[config.mk]
export PLATFORM = sky130hd
export DESIGN_NAME = seg_scan_ctrl
export DESIGN_NICKNAME = d
export VERILOG_FILES = /design/src/rtl/seg_scan_ctrl_pkg.sv /design/src/rtl/seg_scan_ctrl_bcd_gate.sv /design/src/rtl/seg_scan_ctrl.sv
export SDC_FILE = /design/constraint.sdc
export NUM_CORES = 1
export LEC_CHECK = 0
export CORE_UTILIZATION = 49
export DETAILED_ROUTE_END_ITERATION = 8
export GPL_ROUTABILITY_DRIVEN = 1
export HOLD_SLACK_MARGIN = 0.06
export PLACE_DENSITY = 0.86
export REMOVE_ABC_BUFFERS = 1
export SETUP_SLACK_MARGIN = 0.1
export SKIP_CTS_REPAIR_TIMING = 1
export SLEW_MARGIN = 30
export SYNTH_ARGS = -nofsm -noshare
export SYNTH_HDL_FRONTEND = slang
export SYNTH_SLANG_ARGS = --single-unit
[constraint.sdc]
create_clock -name clk -period 2.25 [get_ports clk]
set_input_delay 0.45 -clock clk [delete_from_list [all_inputs] [get_ports clk]]
set_output_delay 0.45 -clock clk [all_outputs]
set_load 0.02 [all_outputs]
[src/rtl/seg_scan_ctrl_pkg.sv]
// seg_scan_ctrl_pkg: shared scan FSM states, digit count and hex-to-segment table
package seg_scan_ctrl_pkg;

    typedef enum logic {SHOW, GAP} state_t;

    localparam int NUM_DIGITS = 4;

    // Segment patterns a..g on bits 6..0, active-high, indexed by hex value
    localparam logic [6:0] HEX_SEG [16] = '{
        7'b1111110, 7'b0110000, 7'b1101101, 7'b1111001,
        7'b0110011, 7'b1011011, 7'b1011111, 7'b1110000,
        7'b1111111, 7'b1111011, 7'b1110111, 7'b0011111,
        7'b1001110, 7'b0111101, 7'b1001111, 7'b1000111
    };

endpackage

[src/rtl/seg_scan_ctrl_bcd_gate.sv]
// bcd_gate: combinational 4-bit hex to 7-segment decoder
//   hex : nibble to decode
//   seg : segments a..g on bits 6..0, active-high
module bcd_gate
    import seg_scan_ctrl_pkg::*;
(
    input  logic [3:0] hex,
    output logic [6:0] seg
);

    assign seg = HEX_SEG[hex];

endmodule

[src/rtl/seg_scan_ctrl.sv]
// seg_scan_ctrl: time-multiplexed 4-digit 7-segment scanner with tear-free shadow update
//   clk, rst : clock, synchronous active-high reset
//   load     : capture data/blank/lzs into shadow when ready
//   data     : four nibbles, [3:0] is digit 0 (rightmost)
//   blank    : per-digit force-blank
//   lzs      : leading-zero suppression enable
//   ready    : shadow free (no update pending)
//   an       : active-low digit enables
//   seg      : active-high segments a..g on bits 6..0
//   frame    : one-cycle pulse at each frame commit point
module seg_scan_ctrl
    import seg_scan_ctrl_pkg::*;
#(
    parameter int SHOW_CYC = 1000,
    parameter int GAP_CYC  = 8
) (
    input  logic        clk,
    input  logic        rst,
    input  logic        load,
    input  logic [15:0] data,
    input  logic [3:0]  blank,
    input  logic        lzs,
    output logic        ready,
    output logic [3:0]  an,
    output logic [6:0]  seg,
    output logic        frame
);

    localparam int CW = $clog2((SHOW_CYC > GAP_CYC ? SHOW_CYC : GAP_CYC) + 1);
    localparam int IW = $clog2(NUM_DIGITS);
    localparam logic [CW-1:0] SHOW_LAST = CW'(SHOW_CYC - 1);
    localparam logic [CW-1:0] GAP_LAST  = CW'(GAP_CYC - 1);
    localparam logic [IW-1:0] IDX_LAST  = IW'(NUM_DIGITS - 1);

    state_t          state, state_n;
    logic [CW-1:0]   cnt, cnt_n;
    logic [IW-1:0]   idx, idx_n;
    logic            pending;
    logic [15:0]     sh_data, act_data;
    logic [3:0]      sh_blank, act_blank;
    logic            sh_lzs, act_lzs;
    logic            commit, blk;
    logic [3:0]      an_n;
    logic [6:0]      seg_n, dec;

    bcd_gate u_dec (
        .hex (act_data[{idx, 2'b00} +: 4]),
        .seg (dec)
    );

    // Commit point: last gap cycle after digit 3, the only moment active may change
    assign commit = state == GAP && cnt == GAP_LAST && idx == IDX_LAST;
    assign ready  = ~pending;

    // A digit is zero-suppressed when it and every more-significant nibble is zero
    assign blk = act_blank[idx] |
                 (act_lzs && idx != '0 && (act_data >> {idx, 2'b00}) == 16'h0);

    always_comb begin
        state_n = state;
        cnt_n   = cnt + 1'b1;
        idx_n   = idx;
        if (state == SHOW && cnt == SHOW_LAST) begin
            state_n = GAP;
            cnt_n   = '0;
        end else if (state == GAP && cnt == GAP_LAST) begin
            state_n = SHOW;
            cnt_n   = '0;
            idx_n   = idx + 1'b1;
        end
        an_n  = state == SHOW ? ~(4'b0001 << idx) : 4'hF;
        seg_n = (state == SHOW && !blk) ? dec : 7'h00;
    end

    always_ff @(posedge clk) begin
        if (rst) begin
            state     <= SHOW;
            cnt       <= '0;
            idx       <= '0;
            pending   <= 1'b0;
            sh_data   <= '0;
            sh_blank  <= '0;
            sh_lzs    <= 1'b0;
            act_data  <= '0;
            act_blank <= '0;
            act_lzs   <= 1'b0;
            an        <= 4'hF;
            seg       <= '0;
            frame     <= 1'b0;
        end else begin
            state <= state_n;
            cnt   <= cnt_n;
            idx   <= idx_n;
            an    <= an_n;
            seg   <= seg_n;
            frame <= commit;
            if (commit && pending) begin
                act_data  <= sh_data;
                act_blank <= sh_blank;
                act_lzs   <= sh_lzs;
                pending   <= 1'b0;
            end else if (load && !pending) begin
                sh_data  <= data;
                sh_blank <= blank;
                sh_lzs   <= lzs;
                pending  <= 1'b1;
            end
        end
    end

endmodule

* Word-level counts from Yosys, hierarchy flattened *
Memories as Yosys holds them, arrays and structs flattened. A register that Yosys moved wholly into a read port is not among the register bits.
Cells that the tools add are included.

storage, ports and cells
  logic and storage cells = 53
  output and inout port bits = 13
  memories = 1
  flip-flop bits (word level) = 61
  input port bits = 24
  bits in read-only memories = 112

memory list
  memory           words  width  rd ports  clocked after memory_dff  write ports  RTL line                      RTL
  (no name shown)  16     7      1         1                         0            seg_scan_ctrl_bcd_gate.sv:11  assign seg = HEX_SEG[hex];

cells by class
  bitwise gates (word level) = 8
  reduce and logical (&&, ||, !) cells = 19
  multiplexer cells = 4
  $add $sub $neg = 2
  $lt $le $gt $ge = 1
  shift operators = 3
  equality and inequality tests = 3

operators with widths
  cell                                                                    count
  16-bit zero test                                                        1
  16-bit by 5-bit variable part select with 4-bit output                  1
  16-bit by 4-bit right shift with 16-bit output                          1
  10-bit by 1-bit adder with 10-bit output, second input constant         1
  10-bit equality test, second input constant                             1
  10-bit by 3-bit equality test with 1-bit output, second input constant  1
  1-bit logical AND                                                       8
  2-bit OR reduction                                                      3
  1-bit NOT                                                               5
  4-bit NOT with 5-bit output                                             1
  4-bit NOT                                                               1
  2-bit AND reduction                                                     2
  2-bit nonzero test                                                      2
  1-bit by 2-bit left shift with 4-bit output, first input constant       1
  2-bit by 3-bit < comparator with 1-bit output, second input constant    1
  1-bit two-way mux                                                       3
  3-bit OR reduction                                                      1
  2-bit by 1-bit adder with 2-bit output, second input constant           1
  1-bit binary-select mux with 2-bit select                               1
  2-bit equality test, second input constant                              1
  1-bit zero test                                                         2
  1-bit bitwise OR                                                        1

* Longest topological paths before layout *
Gate-level depths: netlist (run 1).

  word-level depth = 8
  gate-level depth with buffers = 8
  gate-level depth less buffers = 7

* Hierarchy *
From an unflattened synthesis (run 1), not the netlist that was laid out.

second synthesis, totals
  cell total of the unflattened synthesis = 316
  area, all modules = 2,927.8 um2

modules (own cells, without submodules)
  module         sequential area each (um2)  cells each  times used  area each (um2)
  seg_scan_ctrl  1,361.3                     283         1           2,645.0
  bcd_gate       0.0                         33          1           282.8

* Worst setup path before layout (run 1) *
Ideal clock, no wire load.

  path type = register to register
  from = reg idx[0]
  to = reg seg[2]
  slack = -0.186 ns
  buffers on the path = 1
  data arrival time = 2.275 ns
  cell stages (with the launch flop) = 9
  path through = dfxtp_1 > buf_6 > mux4_2 > inv_1 > ha_1 > nor4b_1 > nand2_1 > a211oi_1 > a2111oi_0

on the way
  cells in the longest elaborated chain, start to end = 8

RTL lines
  item                                                                                  RTL line             RTL
  start: declaration                                                                    seg_scan_ctrl.sv:37  logic [IW-1:0] idx, idx_n;
  start signal: assignment                                                              seg_scan_ctrl.sv:93  idx <= idx_n;
  16-bit by 4-bit right shift with 16-bit output or 2-bit nonzero test (tied branches)  seg_scan_ctrl.sv:57  (act_lzs && idx != '0 && (act_data >> {idx, 2'b00}) == 16'h0);
  16-bit zero test or 1-bit logical AND (tied branches)                                 seg_scan_ctrl.sv:57
  1-bit logical AND                                                                     seg_scan_ctrl.sv:57
  1-bit bitwise OR                                                                      seg_scan_ctrl.sv:56  assign blk = act_blank[idx] |
  1-bit zero test                                                                       seg_scan_ctrl.sv:72  seg_n = (state == SHOW && !blk) ? dec : 7'h00;
  1-bit logical AND                                                                     seg_scan_ctrl.sv:72
  1-bit NOT (no source line)                                                            n/a
  2-bit OR reduction (no source line)                                                   n/a
  end: declaration                                                                      seg_scan_ctrl.sv:25  output logic [6:0] seg,

Several ways; a longest one is shown, not always the timed one. The select of a mux whose other input is x is not followed.
A chain may end at the register's enable or synchronous reset.

* Final worst setup path (run 1) *
  from = reg idx[0]
  to = reg seg[4]

Same word-level chain as after synthesis.

==> impl_metrics.py, run 1 <==
metrics = {
    "outcome": {
        "status": "finished, final reports clean",
    },
    "detailed_routing": {
        "dr_total_vias": 2294,
        "avgRoutedWirePerCell_um": 14.2,
        "dr.pass1.iters": 4,
        "drc_errors": 0,
        "wl_mm": 6.05,
        "ant_nets": 0,
        "viasPerCell": 5.37,
        "dr.first_iter.drc_count": 122,
    },
    "critical_path": {
        "crit_path_start_kind": "register",
        "reg2reg_from": "idx[0]",
        "end_kind": "register",
        "crit_type": "reg -> reg",
        "critPathMaxFanout": 7,
        "rr_worst_depth": 8,
        "cpMaxStageDelayCell": "mux4_2",
        "regToRegSetupSlack_ns": 0.20,
        "crit_chain": "mux4_2, inv_2, ha_2, nor4b_4, nand2_1, a211oi_2, buf_4, nor3_1",
        "arrival_ns": 2.27,
        "required_ns": 2.47,
        "worst_path_largest_cell_delay_ns": 0.55,
        "r2r-end": "seg[4]",
    },
    "global_route": {
        "grt_first_pass_wirelength_mm": 9.62,
        "grt_max_degree": 58,
        "grt-ovfl-total": 0,
        "gr-usage-all-layers": 0.201,
        "antenna_found_initial": 0,
        "grt_pass1_vias": 2147,
    },
    "pwr": {
        "p_leak_nw": 1.32,
        "p_total_mw": 2.43,
        "vdd_drop_max_uv": 343,
        "p_per_area_mw_per_mm2": 675,
    },
    "clock_network": {
        "clock_tree.buffer_depth": 2,
        "clock_sinks": 68,
        "cts_tree": "done",
        "cts_buffers": 9,
        "clock-root-buffer": "clkbuf_8",
        "clk-insertion-delay-late_ns": 0.35,
        "clkTransAtPathRegs_ns": 0.08,
        "cts_max_level": 3,
    },
    "min_path": {
        "min_to": "an[2]",
        "hold_class": "in -> reg",
        "holdCritStartpoint": "rst",
        "min_path_cells": 3,
    },
    "cells_and_area": {
        "antenna_cells": 0,
        "layoutNonFillerInstCount": 427,
        "drive_gt1_frac": 0.138,
        "fill_cells": 450,
        "area_delta_synth_final_pct": 23.7,
        "nets": 386,
    },
    "logic_synthesis": {
        "synth_ff_type": "dfxtp_1",
        "synth_cells": 308,
        "synth-seq-area-share": 0.468,
        "synth_area_mm2": 0.00291,
        "ys_types": 38,
        "syn_avg_cell_area_um2": 9.44,
        "synthArstFlopShare": 0,
        "synth_edf_count": 0,
        "ys_ff_latch": 68,
        "synth_warnings": 0,
    },
    "floorplanning": {
        "core_mm2": 0.00561,
        "die_h_um": 79.0,
        "dieWidth_um": 79.0,
        "start_util": 0.518,
        "io_pins": 37,
        "dieArea_mm2": 0.00624,
        "placementRows": 27,
    },
    "sta": {
        "rsz0062_at_grt": "false",
        "setup_viol_count_final": 0,
        "finClkSkew_ns": 0.0106,
        "slew_headroom": 0.621,
        "fin_crit_sh": 0.910,
        "hold_violations": 0,
        "slew_viol_final": 0,
        "min_period_ns": 2.05,
        "fmax_ghz": 0.489,
        "max_slew.worst_pin.slew_ns": 0.568,
    },
    "place": {
        "place_hpwl_mm": 3.93,
        "dp.cells": 408,
        "globalplace.congestion": 0.869,
        "io_buffers": 36,
    },
    "flow_run": {
        "cap_violations": 0,
    },
}
-- cell usage after synthesis (2+ instances only) --
| master | n | area (um^2) |
|---|---|---|
| a21oi_1 | 24 | 120 |
| a22o_1 | 2 | 17.5 |
| and3_1 | 5 | 31.3 |
| buf_1 | 2 | 7.51 |
| buf_6 | 4 | 45.0 |
| clkbuf_1 | 10 | 37.5 |
| dfxtp_1 | 68 | 1360 |
| ha_1 | 12 | 150 |
| inv_1 | 7 | 26.3 |
| mux2i_1 | 26 | 260 |
| mux4_2 | 5 | 113 |
| nand2_1 | 53 | 199 |
| nand2b_1 | 2 | 12.5 |
| nand3_1 | 3 | 15.0 |
| nor2_1 | 31 | 116 |
| nor2b_1 | 4 | 25.0 |
| nor3_1 | 14 | 70.1 |
| nor3b_1 | 2 | 15.0 |
| nor4_1 | 5 | 31.3 |
| or2_2 | 4 | 25.0 |
| xnor2_1 | 7 | 61.3 |
| xor2_1 | 2 | 17.5 |
-- through the flow --
stage	setup TNS (ns)	utilization	hold slack (ns)	area, um^2	setup WS [ns]
after floorplan	-5.29	-	0.430	2810	-0.267
after global placement	0	0.595	0.443	3340	0.0502
after detailed placement	-0.118	0.595	0.448	3340	-0.0337
after CTS	-0.212	0.631	0.402	3540	-0.0505
after global routing	0	0.641	0.425	3600	0.117
final	0	0.641	0.408	3600	0.203
-- area by class of cell --
class / count / area [um^2] / area share
clock buffer: 9 / 124 / 0.0344
clock inverter: 7 / 80.1 / 0.0223
inverter: 7 / 26.3 / 0.00731
multi-input combinational: 216 / 1450 / 0.404
sequential: 68 / 1370 / 0.380
tap: 72 / 90.1 / 0.0251
timing repair buffer: 48 / 458 / 0.127
-- cells by family (layout without fill, tap and decap cells) --
logic type      after synthesis  in the layout  share of synthesized area
mux                          31             31                      0.128
fa+ha+maj                    12             12                     0.0517
buf+inv                      24             71                     0.0418
simple gates                131            131                      0.215
flops                        68             68                      0.468
xor+xnor                      9              9                     0.0271
compound gates               33             33                     0.0680
-- report_power, final --
part,internal [mW],switching (mW)
logic,0.0754,0.0753
registers,1.24,0.0186
clock network,0.526,0.496
-- state kept, by name, indices dropped and copies added, names as in the netlist --
signal	count
sh_data	16
act_blank	4
cnt	10
act_lzs	1
idx	2
sh_lzs	1
seg	7
frame	1
an	4
act_data	16
pending	1
state	1
sh_blank	4
-- per-layer routing --
layer / GRT usage / vias up / part of all wire
met5: 0 / - / 0
met4: 0.115 / 0 / 0.037
met3: 0.0506 / 17 / 0.045
met2: 0.323 / 69 / 0.48
met1: 0.243 / 1073 / 0.44
li1: - / 1135 / -
-- placed cells by master (no fill, tap or decap), types with 2 or more instances in the layout --
cell type,count
dfxtp_1,67
nand2_1,53
clkdlybuf4s50_1,35
nor2_1,31
mux2i_1,26
a21oi_1,24
nor3_1,14
ha_1,11
buf_4,11
clkbuf_8,9
xnor2_1,7
inv_1,5
mux4_2,5
nor4_1,5
and3_1,5
or2_2,4
nor2b_1,4
inv_6,4
nand3_1,3
inv_2,2
nand2b_1,2
xor2_1,2
nor3b_1,2
a22o_1,2
a2111oi_2,2
clkinvlp_4,2
-- how the worst max path moves through the flow --
| stage | startpoint | depth (start not counted) | endpoint | slack (ns) |
|---|---|---|---|---|
| 2_1_floorplan | idx[0] | 7 | seg[2] | -0.27 |
| 3_3_place_gp | idx[0] | 8 | seg[2] | 0.05 |
| 3_5_place_dp | idx[0] | 8 | seg[2] | -0.03 |
| 4_1_cts | idx[0] | 8 | seg[2] | -0.05 |
| 5_1_grt | idx[0] | 8 | seg[1] | 0.12 |
| 6_report | idx[0] | 8 | seg[4] | 0.20 |
-- critical path, delay by kind of cell (launching register included) --
family | cells | cell delay, ns
muxes | 1 | 0.55
DFF | 1 | 0.38
and+or+nand+nor | 3 | 0.34
buffers and inverters | 2 | 0.30
adders and majority gates | 1 | 0.19
AOI/OAI and AO/OA | 1 | 0.16
Power figures use the tool's default switching activity.
==> run 2: changes to the inputs <==
--- a/config.mk
+++ b/config.mk
@@ -5,11 +5,11 @@
 export SDC_FILE = /design/constraint.sdc
 export NUM_CORES = 1
 export LEC_CHECK = 0
-export CORE_UTILIZATION = 49
+export CORE_UTILIZATION = 54
 export DETAILED_ROUTE_END_ITERATION = 8
 export GPL_ROUTABILITY_DRIVEN = 1
-export HOLD_SLACK_MARGIN = 0.06
-export PLACE_DENSITY = 0.86
+export HOLD_SLACK_MARGIN = 0.1
+export PLACE_DENSITY = 0.89
 export REMOVE_ABC_BUFFERS = 1
 export SETUP_SLACK_MARGIN = 0.1
 export SKIP_CTS_REPAIR_TIMING = 1
==> constraint.sdc (replaced) <==
create_clock -name clk -period 2 [get_ports clk]
set_input_delay 0.4 -clock clk [delete_from_list [all_inputs] [get_ports clk]]
set_output_delay 0.4 -clock clk [all_outputs]
set_load 0.02 [all_outputs]
==> run 2 against run 1 <==
  * Sequential power up 13%
  * Combinational power up 13%
  * Non-clock buffer count up 14
  * Worst hold slack worse by 0.039 ns
  * Critical endpoint is now seg[1]
  * Largest cell class unchanged
  * Largest power group unchanged
==> impl_metrics.py, run 2 (synthesized netlist as in run 1, its figures left out) <==
metrics = {
    "floorplanning": {
        "io_pins": 37,
        "start_util": 0.565,
        "dieWidth_um": 75.4,
        "core_mm2": 0.00514,
        "dieArea_mm2": 0.00568,
        "placementRows": 26,
        "die_h_um": 75.4,
    },
    "global_route": {
        "grt_first_pass_wirelength_mm": 9.31,
        "grt_max_degree": 58,
        "grt_pass1_vias": 2103,
        "grt-ovfl-total": 0,
        "gr-usage-all-layers": 0.222,
        "antenna_found_initial": 0,
    },
    "clock_network": {
        "cts_buffers": 9,
        "clock_tree.buffer_depth": 2,
        "cts_tree": "done",
        "clkTransAtPathRegs_ns": 0.07,
        "clock-root-buffer": "clkbuf_8",
        "cts_max_level": 3,
        "clock_sinks": 68,
        "clk-insertion-delay-late_ns": 0.35,
    },
    "sta": {
        "fmax_ghz": 0.500,
        "fin_hold_ws_ns": 0.369,
        "fin_tns_setup_ns": 0,
        "finClkSkew_ns": 0.00933,
        "fin_crit_sh": 0.999,
        "rsz0062_at_grt": "true",
        "setup_viol_count_final": 0,
        "slew_viol_final": 0,
        "slew_headroom": 0.630,
        "hold_violations": 0,
        "setup_ws_ns": 0.00175,
        "min_period_ns": 2.00,
        "max_slew.worst_pin.slew_ns": 0.555,
    },
    "critical_path": {
        "critPathMaxFanout": 7,
        "crit_type": "reg -> reg",
        "crit_path_start_kind": "register",
        "required_ns": 2.22,
        "end_kind": "register",
        "arrival_ns": 2.22,
        "rr_worst_depth": 8,
    },
    "cells_and_area": {
        "mostFrequentLayoutCells": "dfxtp_1 (65), nand2_1 (53), clkdlybuf4s50_1 (35)",
        "area_delta_synth_final_pct": 31.0,
        "final_common_cell": "dfxtp_1",
        "drive_gt1_frac": 0.192,
        "antenna_cells": 0,
        "reg_top3": "act_data (16), sh_data (16), cnt (10)",
        "nets": 400,
    },
    "detailed_routing": {
        "dr.first_iter.drc_count": 181,
        "wl_mm": 6.84,
        "dr_total_vias": 2437,
        "avgRoutedWirePerCell_um": 15.6,
        "viasPerCell": 5.55,
        "dr.pass1.iters": 5,
        "ant_nets": 0,
        "drc_errors": 0,
    },
    "outcome": {
        "status": "finished, final reports clean",
    },
    "min_path": {
        "min_path_cells": 3,
        "hold_class": "in -> reg",
    },
    "pwr": {
        "p_leak_nw": 1.41,
        "vdd_drop_max_uv": 632,
        "p_total_mw": 2.73,
        "p_per_area_mw_per_mm2": 718,
    },
    "place": {
        "place_hpwl_mm": 3.93,
        "globalplace.congestion": 0.844,
        "preCtsSetupSlack_ns": -0.133,
        "io_buffers": 36,
    },
    "flow_run": {
        "cap_violations": 0,
    },
}
[run 2: metal layers]
| metal | up-vias | track usage | part of all wire |
|---|---|---|---|
| met5 | - | 0 | 0 |
| met4 | 0 | 0.111 | 0.025 |
| met3 | 17 | 0.0582 | 0.046 |
| met2 | 79 | 0.354 | 0.50 |
| met1 | 1177 | 0.279 | 0.42 |
| li1 | 1164 | - | - |
[run 2: cell type report]
type                       instances  area [um^2]
timing repair buffer              62          609
tap                               70         87.6
sequential                        68         1370
fill                             366         1330
multi-input combinational        216         1510
clock buffer                      12          155
inverter                           7         26.3
clock inverter                     4         47.5
[run 2: power breakdown]
part | internal [mW] | switching [mW]
sequential | 1.39 | 0.0237
clock | 0.639 | 0.509
combinational | 0.0863 | 0.0852
[run 2: worst paths after layout]
check             slack [ns]       start    endpoint
setup / recovery       0.002      idx[0]      seg[1]
hold reg to reg         0.46  sh_data[1]  sh_data[1]
setup reg to reg       0.002      idx[0]      seg[1]
hold / removal          0.37         rst       an[1]
[run 2: stage by stage]
stage	cells	cell area, um^2	utilization
final	439	3810	0.741
after global routing	439	3810	0.741
after CTS	429	3590	0.698
after detailed placement	413	3390	0.659
after global placement	413	3390	0.659
after floorplan	291	2810	-
[run 2: worst max-delay path, cell delays in order (launching register included)]
cell and delay [ns]:
dfxtp_4 0.39, mux4_2 0.53, inv_2 0.11, ha_4 0.14
nor4b_4 0.17, nand2_1 0.10, a211oi_2 0.17, buf_4 0.20
nor4_1 0.06
==> RTL change 1, RTL diff (config.mk and constraints of run 2) <==
The parameter `GAP_CYC` goes from 8 to 16.
--- a/src/rtl/seg_scan_ctrl.sv
+++ b/src/rtl/seg_scan_ctrl.sv
@@ -13,5 +13,5 @@
 #(
     parameter int SHOW_CYC = 1000,
-    parameter int GAP_CYC  = 8
+    parameter int GAP_CYC  = 16
 ) (
     input  logic        clk,
Behaviour: same outputs for any inputs over 10 cycles, from zero or initial values and one cycle with rst high; that may be too few to reach the edited logic, so the function may still have changed.
==> RTL change 1 against run 2 <==
- worst hold slack better by 87 ps
- global-route usage increased by 0.20 points
- design area decreased by 2.8%
- sequential cell count is the same
- routed wire length down 12%
- synthesized area increased by 0.26%
- power is 1.8% lower
- worst setup slack gained 13 ps
==> RTL change 1: results (changes against run 2) <==
power_and_ir_drop:
  p_int_mw: 2.07  # was 2.12 mW
  power_leakage_nw: 1.37  # was 1.41 nW
  peakVddDrop_uv: 503  # was 632 µV
hold_path:
  holdPathStages: 2  # was 3
  hp-start: "sh_data[11]"  # was rst
  holdPathEnd: "sh_data[11]"  # was an[1]
  hold_class: "register to register"  # was primary input to register
grt:
  grt_pass1_vias: 2036  # was 2103
  grt_max_degree: 47  # was 58
  grt_pass1_wl_um: 9250  # was 9310 µm
  grt_usage_pct: 22.4  # was 22.2%
  antenna_found_initial: 0  # unchanged
timing:
  slew_headroom_pct: 70.8  # was 63.0%
  finClkSkew_ps: 9.73  # was 9.33 ps
  fin_hold_ws_ps: 457  # was 369 ps
final_layout:
  nNetsFinal: 397  # was 400
  fill_cells: 399  # was 366
  post_route_cells_drive_above_1_share_pct: 15.3  # was 19.2%
  layoutNonFillerInstCount: 435  # was 439
  regArea_um2: 1370  # about the same
  reg.largest.list: "act_data: 16 flops, sh_data: 16 flops, cnt: 10 flops"  # unchanged
synth:
  synth_common_cells: "dfxtp_1 (68), nand2_1 (56), nor2_1 (37)"  # was dfxtp_1 (68), nand2_1 (53), nor2_1 (31)
  ys.flop_type: "dfxtp_1"  # unchanged
  syn_inst: 311  # was 308
  yosysUniqueCellTypes: 40  # was 38
  synth-warning-count: 0  # unchanged
  seq_area_frac_synth_pct: 46.7  # was 46.8%
  synth_async_sr_flop_share_pct: 0  # unchanged
  ys_top_cells_by_area: "dfxtp_1 (47%), mux2i_1 (10%), nand2_1 (7.2%), ha_1 (5.2%), nor2_1 (4.8%)"  # was dfxtp_1 (47%), mux2i_1 (9.0%), nand2_1 (6.8%), ha_1 (5.2%), a21oi_1 (4.1%)
detailed_routing:
  route.met2.wl_um: 2920  # was 3450 µm
  routed_wl_um: 6010  # was 6840 µm
  met3WireLength_um: 246  # was 317 µm
  dr_total_vias: 2319  # was 2437
  wl_met1_um: 2720  # was 2910 µm
  drt_iter0_markers: 102  # was 181
  top_layer: "met4"  # unchanged
  dr.pass1.iters: 4  # was 5
worst_setup_path:
  r2r_start: "idx[0]"  # unchanged
  ff2ff_path_depth: 8  # unchanged
  r2r_slack_ps: 20
  slowest_stage: "mux4_2"  # unchanged
  r2r-end: "seg[2]"  # was seg[1]
  critPathMaxStageDelay_ps: 530  # about the same
  crit_arrival_ps: 2220  # about the same
  cp_top_family: "multiplexers"  # unchanged
run_status:
  status: "finished clean"  # unchanged
clock_network:
  cts_buffers: 9  # unchanged
  ctsLongestPathBuffers: 2  # unchanged
  clk_pin_slew_ps: 70  # about the same
  cts_htree_levels: 3  # unchanged
place:
  portBuffers: 36  # unchanged
  place.gp.congestion: 0.858  # was 0.844
  dp_hpwl_um: 3870  # was 3930 µm
  pre_cts_ws_ps: -115  # was -133 ps
  dp.cells: 416  # was 413
  place_area_um2: 3400  # was 3390 µm²
## RTL change 1: worst max-delay path by stage
| stage | cells after the start | from | end | slack (ps) |
|---|---|---|---|---|
| after floorplan | 7 | idx[0] | seg[2] | -650 |
| after global placement | 8 | idx[0] | seg[2] | -1 |
| after detailed placement | 8 | idx[0] | seg[2] | -120 |
| after CTS | 8 | idx[0] | seg[4] | -120 |
| after global routing | 8 | idx[0] | seg[4] | -50 |
| final | 8 | idx[0] | seg[2] | 20 |
## RTL change 1: logic make-up after synthesis
logic type | after synthesis | share of synthesized area [%]
XOR/XNOR | 11 | 3.31
AND/OR/NAND/NOR | 128 | 20.2
adder cells (fa/ha/maj) | 12 | 5.15
multiplexers | 35 | 14.2
AO/OA/AOI/OAI | 34 | 6.70
flip-flops | 68 | 46.7
buffers and inverters | 23 | 3.74
## RTL change 1: final cells by class
type                            instances  share of cell area, %
Timing Repair Buffer                   55                   14.6
Tap cell                               70                   2.37
Inverter                                7                  0.710
Sequential cell                        68                   36.9
Multi-Input combinational cell        220                   40.2
Clock inverter                          5                   1.42
Clock buffer                           10                   3.72
## RTL change 1: tightest hold or removal path: stages, from the launching register on
cell and delay, ps:
dfxtp_1 310, nand2_1 50, a21oi_1 50
## RTL change 1: layer usage
layer / GRT usage [%] / up-vias
li1: - / 1158
met1: 28.7 / 1089
met2: 34.6 / 61
met3: 7.54 / 11
met4: 9.67 / 0
met5: 0 / -
## RTL change 1: metrics by stage
step,TNS (ps),power (mW)
floorplan,-13830,1.51
global placement,-1.38,1.61
detailed placement,-786,1.61
CTS,-793,2.70
global route,-266,2.78
finish,0,2.68
## RTL change 1: power groups by stage
stage / logic (mW) / clock network (mW) / registers (mW)
finish: 0.169 / 1.10 / 1.41
global route: 0.189 / 1.18 / 1.42
CTS: 0.169 / 1.11 / 1.41
detailed placement: 0.168 / 0 / 1.44
global placement: 0.163 / 0 / 1.44
floorplan: 0.0610 / 0 / 1.45
==> RTL change 2, RTL diff (flow settings as in run 2) <==
Made on the original files. Reset style: asynchronous (`rst`), changed in one clocked block. Comments in the files are not updated.
--- a/src/rtl/seg_scan_ctrl.sv
+++ b/src/rtl/seg_scan_ctrl.sv
@@ -73,5 +73,5 @@
     end
 
-    always_ff @(posedge clk) begin
+    always_ff @(posedge clk or posedge rst) begin
         if (rst) begin
             state     <= SHOW;
Formal check against the unedited RTL: differs if rst is asserted again (counterexample within 4 cycles, from zero or initial values and one cycle with rst high); with rst held inactive, the same outputs for 10 cycles.
==> RTL change 2 against run 2 <==
- the run now ends with setup timing left
- sequential cell count is the same
- power fell by 2.1%
- routed wire length rose by 1.4%
- worst setup slack got worse by 35 ps
- critical path depth is 2 lower
- synthesized area increased by 8.8%
- die area increased by 8.6%
- sequential power rose by 4%
- design area is 12% higher
- clock power down 5%
- largest power group unchanged
==> RTL change 2: results (changes against run 2) <==
place:
  dp_hpwl_um: 4090  # was 3930 µm
  pre_cts_ws_ps: -53.8  # was -133 ps
  place.gp.congestion: 0.802  # was 0.844
grt:
  grt_max_degree: 24  # was 58
  grt_use_met3_pct: 6.16  # was 5.82%
  grt_pass1_wl_um: 9850  # was 9310 µm
  grt_usage_pct: 21.2  # was 22.2%
  grt_pass1_vias: 2081  # was 2103
  use_met2_pct: 33.5  # was 35.4%
  grt_use_met1_pct: 26.6  # was 27.9%
synth:
  synth_async_sr_flop_share_pct: 100  # was 0%
  ys_top_cells_by_area: "dfrtp_1 (51%), mux2_2 (16%), ha_1 (4.4%), dfstp_2 (3.3%), mux4_1 (3.3%)"  # was dfxtp_1 (47%), mux2i_1 (9.0%), nand2_1 (6.8%), ha_1 (5.2%), a21oi_1 (4.1%)
  yosysUniqueCellTypes: 39  # was 38
  synth-xor-area-share_pct: 2.49  # was 2.71%
  synthMuxAreaShare_pct: 21.4  # was 12.8%
timing:
  layout_setup_ws_ps: -33.1  # was 1.75 ps
  setup_viol: 8  # was 0
  fin_hold_ws_ps: 334  # was 369 ps
  worst_pin_slew_ps: 354  # was 555 ps
  finClkSkew_ps: 11.6  # was 9.33 ps
final_layout:
  post_route_cells_drive_above_1_share_pct: 40.8  # was 19.2%
  nNetsFinal: 342  # was 400
  n_all_buffers: 73  # was 62
  multi_input_gates: 146  # was 216
  regArea_um2: 1710  # was 1370 µm²
  clkbuf_count: 13  # was 12
  multi_input_area_share_pct: 35.4  # was 39.7%
  clkCellAreaFrac_pct: 4.31  # was 5.32%
  seq_cells: 68  # unchanged
power_and_ir_drop:
  power_leakage_nw: 1.88  # was 1.41 nW
detailed_routing:
  met3WireLength_um: 313  # was 317 µm
  wl_met1_um: 2830  # was 2910 µm
  route.met2.wl_um: 3680  # was 3450 µm
  drt_iter0_markers: 142  # was 181
  dr.pass1.iters: 4  # was 5
worst_setup_path:
  critPathMaxFanout: 6  # was 7
  endpoint: "act_data[15]"  # was seg[1]
  slowest_stage: "dfrtp_1"  # was mux4_2
hold_path:
  hold_class: "primary input to async pin"  # was primary input to register
run_status:
  status: "finished, violations left"  # was finished clean
  violations: "setup timing"
==> RTL change 2: cell count changes after synthesis, moves of 4 or more <==
cell      before  now
a21oi_1       24    3
dfstp_2        0    4
dfrtp_1        0   64
nor3_1        14    4
nor2_1        31   17
and3_1         5    1
nand2_1       53    6
clkbuf_1      10    1
nand2b_1       2    8
dfxtp_1       68    0
mux2i_1       26    2
mux2_2         0   45
mux4_1         0    4
==> RTL change 2: power groups by stage <==
stage                     Clock (mW)  Combinational [mW]  Sequential (mW)
final                           1.09               0.131             1.46
after global routing            1.16               0.145             1.46
after CTS                       1.10               0.132             1.45
after detailed placement           0               0.132             1.48
after global placement             0               0.126             1.47
after floorplan                    0              0.0633             1.46
==> RTL change 2: through the flow <==
step                      area (µm²)  utilization [%]  TNS, ps  cells
final                           4260             76.5     -103    383
after floorplan                 3090                -   -13990    223
after global placement          3760             67.5        0    354
after global routing            4260             76.5    -1860    383
after detailed placement        3760             67.5     -136    354
after CTS                       3950             70.8     -233    369
